File: src/rtl/arctic_pkg.sv
// Shared types and constants for the Arctic Circle sequencer.
// No logic; lfsr_next is the one-step Galois update used by the LFSR.
package arctic_pkg;

    typedef enum logic [2:0] {
        S_IDLE,
        S_CLEAR,
        S_STEP,
        S_SETTLE,
        S_FRAME,
        S_DONE
    } seq_state_t;

    localparam logic [15:0] LFSR_MASK    = 16'hB400;
    localparam logic [15:0] DEFAULT_SEED = 16'hACE1;

    function automatic logic [15:0] lfsr_next(input logic [15:0] q);
        return q[0] ? ((q >> 1) ^ LFSR_MASK) : (q >> 1);
    endfunction

endpackage

File: src/rtl/arctic_if.sv
// Frame handoff between the sequencer and the display/readout consumer.
// gen is only meaningful while frame_valid is high.
interface arctic_if #(
    parameter int ORD_W = 4
);

    logic             frame_valid;
    logic             frame_ready;
    logic [ORD_W-1:0] gen;

    modport master (output frame_valid, output gen, input frame_ready);
    modport slave  (input frame_valid, input gen, output frame_ready);

endinterface

File: src/rtl/arctic_lfsr.sv
// 16-bit Galois LFSR supplying per-node random bits; advances every cycle.
// Latency: load/seed visible on q one cycle after it is sampled.
// Backpressure: none; free-running, the zero guard reseeds a stuck-at-zero state.
module arctic_lfsr
    import arctic_pkg::*;
(
    input  logic        clk,
    input  logic        rst_n,
    input  logic        load,
    input  logic [15:0] seed,
    output logic [15:0] q
);

    always_ff @(posedge clk) begin
        if (!rst_n) begin
            q <= seed;
        end else if (load) begin
            q <= seed;
        end else if (q == 16'h0000) begin
            q <= seed;
        end else begin
            q <= lfsr_next(q);
        end
    end

endmodule

File: src/rtl/arctic_seq.sv
// Sequencer: clears the node array, then strobes one update per generation and offers each frame.
// Latency: node_clr 1 cycle after start, first node_en 2 cycles after, frame 3+SETTLE after.
// Backpressure: FRAME holds frame_valid/gen until frame_ready; no strobes issue while stalled.
module arctic_seq
    import arctic_pkg::*;
#(
    parameter int          CELLS  = 16,
    parameter int          ORD_W  = 4,
    parameter int          SETTLE = 2,
    parameter logic [15:0] SEED   = DEFAULT_SEED
) (
    input  logic             clk,
    input  logic             rst_n,
    input  logic             start,
    input  logic [ORD_W-1:0] order,
    input  logic             abort,
    input  logic             seed_load,
    arctic_if.master         frm,
    output logic             node_clr,
    output logic             node_en,
    output logic [CELLS-1:0] rnd,
    output logic             busy,
    output logic             done
);

    localparam logic [3:0] SETTLE_LAST = (SETTLE == 0) ? 4'd0 : 4'(SETTLE - 1);

    seq_state_t       state;
    seq_state_t       state_nxt;
    logic [ORD_W-1:0] tgt;
    logic [ORD_W-1:0] gen_q;
    logic [3:0]       cnt;
    logic [15:0]      lfsr_q;
    logic             hs;
    logic             last_gen;

    assign hs = (state == S_FRAME) && frm.frame_ready;
    // Compared one bit wider so gen+1 cannot wrap onto a small target.
    assign last_gen = ({1'b0, gen_q} + {{ORD_W{1'b0}}, 1'b1}) == {1'b0, tgt};

    always_comb begin
        state_nxt = state;
        case (state)
            S_IDLE:   if (start) state_nxt = S_CLEAR;
            S_CLEAR:  state_nxt = (tgt == '0) ? S_DONE : S_STEP;
            S_STEP:   state_nxt = (SETTLE == 0) ? S_FRAME : S_SETTLE;
            S_SETTLE: if (cnt == SETTLE_LAST) state_nxt = S_FRAME;
            S_FRAME:  if (hs) state_nxt = last_gen ? S_DONE : S_STEP;
            S_DONE:   state_nxt = S_IDLE;
            default:  state_nxt = S_IDLE;
        endcase
        // Abort wins over everything, including a handshake in the same cycle.
        if (abort && (state != S_IDLE)) state_nxt = S_IDLE;
    end

    always_ff @(posedge clk) begin
        if (!rst_n) begin
            state <= S_IDLE;
            tgt   <= '0;
            gen_q <= '0;
            cnt   <= '0;
        end else begin
            state <= state_nxt;
            case (state)
                S_IDLE: begin
                    if (start) begin
                        tgt   <= order;
                        gen_q <= '0;
                        cnt   <= '0;
                    end
                end
                S_STEP:   cnt <= '0;
                S_SETTLE: cnt <= cnt + 4'd1;
                S_FRAME:  if (hs && !last_gen && !abort) gen_q <= gen_q + 1'b1;
                default:  ;
            endcase
        end
    end

    arctic_lfsr u_lfsr (
        .clk   (clk),
        .rst_n (rst_n),
        .load  (seed_load),
        .seed  (SEED),
        .q     (lfsr_q)
    );

    assign node_clr        = (state == S_CLEAR);
    assign node_en         = (state == S_STEP);
    assign frm.frame_valid = (state == S_FRAME);
    assign frm.gen         = gen_q;
    assign busy            = (state != S_IDLE);
    assign done            = (state == S_DONE);
    assign rnd             = lfsr_q[CELLS-1:0];

endmodule

File: src/flat_wrapper.sv
// flat-port wrapper written by rule: the top's interface ports become plain ports
module arctic_seq_flat import arctic_pkg::*;
#(
    parameter int          CELLS  = 16,
    parameter int          ORD_W  = 4,
    parameter int          SETTLE = 2,
    parameter logic [15:0] SEED   = DEFAULT_SEED
)
  (clk, rst_n, start, order, abort, seed_load, node_clr, node_en, rnd, busy, done, frm_frame_valid, frm_gen, frm_frame_ready);
  arctic_if #(.ORD_W(ORD_W)) frm_i ();
  input  logic clk;
  input  logic rst_n;
  input  logic start;
  input  logic [ORD_W-1:0] order;
  input  logic abort;
  input  logic seed_load;
  output logic node_clr;
  output logic node_en;
  output logic [CELLS-1:0] rnd;
  output logic busy;
  output logic done;
  output wire logic [$bits(frm_i.frame_valid)-1:0] frm_frame_valid;
  output wire logic [$bits(frm_i.gen)-1:0] frm_gen;
  input wire logic [$bits(frm_i.frame_ready)-1:0] frm_frame_ready;
  assign frm_frame_valid = frm_i.frame_valid;
  assign frm_gen = frm_i.gen;
  assign frm_i.frame_ready = frm_frame_ready;
  arctic_seq #(.CELLS(CELLS), .ORD_W(ORD_W), .SETTLE(SETTLE), .SEED(SEED)) u_core (.clk(clk), .rst_n(rst_n), .start(start), .order(order), .abort(abort), .seed_load(seed_load), .frm(frm_i), .node_clr(node_clr), .node_en(node_en), .rnd(rnd), .busy(busy), .done(done));
endmodule
File: config.mk
export PLATFORM = sky130hd
export DESIGN_NAME = arctic_seq_flat
export DESIGN_NICKNAME = d
export VERILOG_FILES = /design/src/rtl/arctic_pkg.sv /design/src/rtl/arctic_if.sv /design/src/rtl/arctic_lfsr.sv /design/src/rtl/arctic_seq.sv /design/src/flat_wrapper.sv
export SDC_FILE = /design/constraint.sdc
export NUM_CORES = 1
export LEC_CHECK = 0
export CAP_MARGIN = 30
export CORE_MARGIN = 2
export CORE_UTILIZATION = 40
export CTS_BUF_LIST = sky130_fd_sc_hd__clkbuf_16
export DETAILED_ROUTE_END_ITERATION = 6
export MAX_ROUTING_LAYER = met4
export PLACE_DENSITY = 0.7
export SETUP_SLACK_MARGIN = 0.5
export SLEW_MARGIN = 20
export SYNTH_ARGS = -nofsm -noshare
export SYNTH_HDL_FRONTEND = slang
export SYNTH_SLANG_ARGS = --single-unit
File: constraint.sdc
create_clock -name clk -period 1.6 [get_ports clk]
set_input_delay 0.16 -clock clk [delete_from_list [all_inputs] [get_ports clk]]
set_output_delay 0.16 -clock clk [all_outputs]
set_load 0.01 [all_outputs]
==> results of run 1 <==
registers in the layout (all words and copies together) (netlist names):
name and count:
u_core.u_lfsr.q 16, u_core.cnt 4, u_core.frm.gen 4, u_core.tgt 4, u_core.state 3
logic make-up after synthesis:
group,count (synthesis)
muxes,2
and+or+nand+nor,75
buffers and inverters,7
xor gates and xnor gates,11
AOI/OAI and AO/OA,24
DFF,31
adders and majority gates,3
critical path, cell delays in order (launching register included):
cell	delay, ps
sky130_fd_sc_hd__dfxtp_4	350
sky130_fd_sc_hd__buf_4	140
sky130_fd_sc_hd__nand3_2	120
sky130_fd_sc_hd__xnor2_2	220
sky130_fd_sc_hd__nor3_4	80
sky130_fd_sc_hd__buf_4	140
sky130_fd_sc_hd__a221oi_2	230
sky130_fd_sc_hd__buf_4	170
sky130_fd_sc_hd__mux2i_1	170
Yosys cell counts, types with 3 or more instances:
| cell | count | area [um2] |
|---|---|---|
| sky130_fd_sc_hd__xnor2_1 | 6 | 52.6 |
| sky130_fd_sc_hd__dfxtp_1 | 31 | 621 |
| sky130_fd_sc_hd__and2_1 | 10 | 62.6 |
| sky130_fd_sc_hd__nor4_1 | 5 | 31.3 |
| sky130_fd_sc_hd__nor2_1 | 8 | 30.0 |
| sky130_fd_sc_hd__nand4_1 | 3 | 18.8 |
| sky130_fd_sc_hd__ha_1 | 3 | 37.5 |
| sky130_fd_sc_hd__clkbuf_1 | 3 | 11.3 |
| sky130_fd_sc_hd__nand2b_1 | 10 | 62.6 |
| sky130_fd_sc_hd__nand3_1 | 9 | 45.0 |
| sky130_fd_sc_hd__a21oi_1 | 3 | 15.0 |
| sky130_fd_sc_hd__xor2_1 | 5 | 43.8 |
| sky130_fd_sc_hd__nor2b_1 | 3 | 18.8 |
| sky130_fd_sc_hd__nand3b_1 | 3 | 22.5 |
| sky130_fd_sc_hd__nand2_1 | 15 | 56.3 |
| sky130_fd_sc_hd__o21ai_0 | 4 | 20.0 |
| sky130_fd_sc_hd__a21boi_0 | 4 | 30.0 |
final timing paths:
kind,startpoint,end,slack [ps],cells after the start
setup / recovery,u_core.frm.gen[0],u_core.frm.gen[1],-100,8
hold reg to reg,u_core.u_lfsr.q[1],u_core.u_lfsr.q[0],470,1
hold / removal,order[1],u_core.tgt[1],450,3
setup reg to reg,u_core.frm.gen[0],u_core.frm.gen[1],-100,8
per-layer routing:
layer	up-vias	routed length (um)	GRT usage (%)
met2	42	2450	40.1
met5	-	0	-
li1	702	-	-
met3	10	175	4.64
met4	0	103	10.9
met1	719	1690	23.2
repair_timing:
| item | in CTS | in global routing |
|---|---|---|
| pin swaps | 13 | 18 |
| setup buffers | 13 | 10 |
| hold buffers | 0 | 0 |
| setup endpoints to repair | 56 | 47 |
| cloned | 0 | 0 |
| hold endpoints to repair | 0 | 0 |
| gates resized for setup | 105 | 47 |
area by class of cell:
cell class	instances	area [um2]	share of cell area, %
clock buffers	6	150	5.63
clock inverters	2	8.76	0.328
inverters	2	7.51	0.281
multi-input cells	115	1030	38.7
flip-flops and latches	31	657	24.6
well taps	46	57.6	2.16
repair buffers	82	754	28.3
power breakdown:
part	leakage, nW	total, W	internal, W	switching [W]
clock	0.0794	0.000988	0.000661	0.000327
combinational	0.779	0.00156	0.000899	0.000663
sequential	0.259	0.000930	0.000852	0.0000780
metrics by stage:
step	power [W]	setup TNS, ps	instance area (um2)
finish	0.00348	-301	2670
floorplan	0.00149	0	1520
CTS	0.00320	-154	2470
global route	0.00363	-594	2670
detailed placement	0.00191	-153	2070
global placement	0.00189	0	2070
==> run metrics, run 1 <==
share of flip-flops with an asynchronous set or reset after synthesis 0%; adder-cell area share of the yosys netlist ~2.6%; final routed wirelength across all metal layers 4410 um; number of slew-limit violations in the final report 0; Residual DRC 0; cell area after synthesis 1420 um2; setup ws final -100 ps; category of the worst setup path capture point flip-flop; complex-gate fraction of the synthesized area 13.0%; fraction of final layout cells sized beyond drive strength 1 58.0%; drt via density 5.19; Placed Cells 253; Worst EP arrival approximately 1900 ps; run status finished, violations left; remaining global-route overflow 0; vias in the first global route 1,428; Clock Sinks 31; number of CTS-inserted buffers 5; clock root buffer sky130_fd_sc_hd__clkbuf_16; Data required, critical path 1800 ps; transition time at the pin with the least slew margin 360 ps; count of unique library cells instantiated by Yosys 40; area of the die 4050 um2; starting utilization of the core area between 40% and 50%; Die Y 63.6 um; launching element type of the critical path flip-flop; detailed placement HPWL 2710 um; proportion of synthesized chip area in sequential cells between 40% and 50%; main combinational cell family by area after synthesis simple AND/OR/NAND/NOR gates; post-layout min period 1700 ps; leakage power roughly 1.1 nW; source-to-sink clock delay at the later pin of the worst-skew pair 280 ps; DR vias 1,473; horizontal die dimension about 64 um; post-synthesis to final-layout area growth 87.6%; gate count of the mapped netlist around 150; Synth warnings 0; Synth Area in XOR/XNOR 6.77%; CTS tree built; final number of hold-violating endpoints 0; Synth Net Count 166; post-synthesis mux area share 1.50%; Post-Synth Simple-Gate Area 30.0%; share of the cycle needed by the critical path after routing 106%; GP Congestion 0.861; global-route total usage across every layer 22.4%; FILL cells 233; DRT iter0 DRCs 66; post-route core utilization approximately four fifths; highest clock rate 0.588 GHz; largest vdd supply drop 0.000795 V; Port-buffer cells 34; Post-DRT Antenna Nets 0; Mean Syn Cell Area around 9.3 um2; Max Buffers Root-to-Sink 2; unrepaired setup endpoints after global routing yes; crit path kind reg -> reg; Reg clk slew, reported paths approximately 50 ps; most used cells in the layout excluding fill and tap cells 27 x sky130_fd_sc_hd__buf_6, 24 x sky130_fd_sc_hd__buf_4, 14 x sky130_fd_sc_hd__dfxtp_2; power per cell area 1300 nW/um2; number of detailed-routing iterations run before antenna repair 4; Row Count 21; primary flip-flop cell chosen by synthesis mapping sky130_fd_sc_hd__dfxtp_1; Core Region 3360 um2; violated checks setup timing; Fin Hold WS between 400 and 500 ps; Critical Path Fanout Max 5; Layout Nets 250; type of the most critical hold path in -> reg; antenna violations before repair 0; Worst Setup Slack post-DPL -67.7 ps; # Max-Cap Violations 0; Avg WL per Cell ~16 um; leading cell type in the layout, fill and taps excluded sky130_fd_sc_hd__buf_6; wire length of the first global-routing pass ~6700 um; final non-filler cell total roughly 280; largest net degree at the start of global routing 16; CTS H-tree depth 2; largest clock skew in the final design roughly 4.5 ps; number of flops mapped to enable cells by yosys 0; flops & latches, synth 31; I/O pin count 35; n_diodes 0; count of endpoints failing setup in the final report 4; relative slew slack 76.0%
Note: power is estimated with default switching activity, not from simulation.
==> inputs of run 2 (changes only) <==
--- a/config.mk
+++ b/config.mk
@@ -13,7 +13,6 @@
 export MAX_ROUTING_LAYER = met4
 export PLACE_DENSITY = 0.7
 export SETUP_SLACK_MARGIN = 0.5
-export SLEW_MARGIN = 20
 export SYNTH_ARGS = -nofsm -noshare
 export SYNTH_HDL_FRONTEND = slang
 export SYNTH_SLANG_ARGS = --single-unit
==> results of run 2 <==
Same layout as run 1: the final DEF is identical, and so are final timing and power.
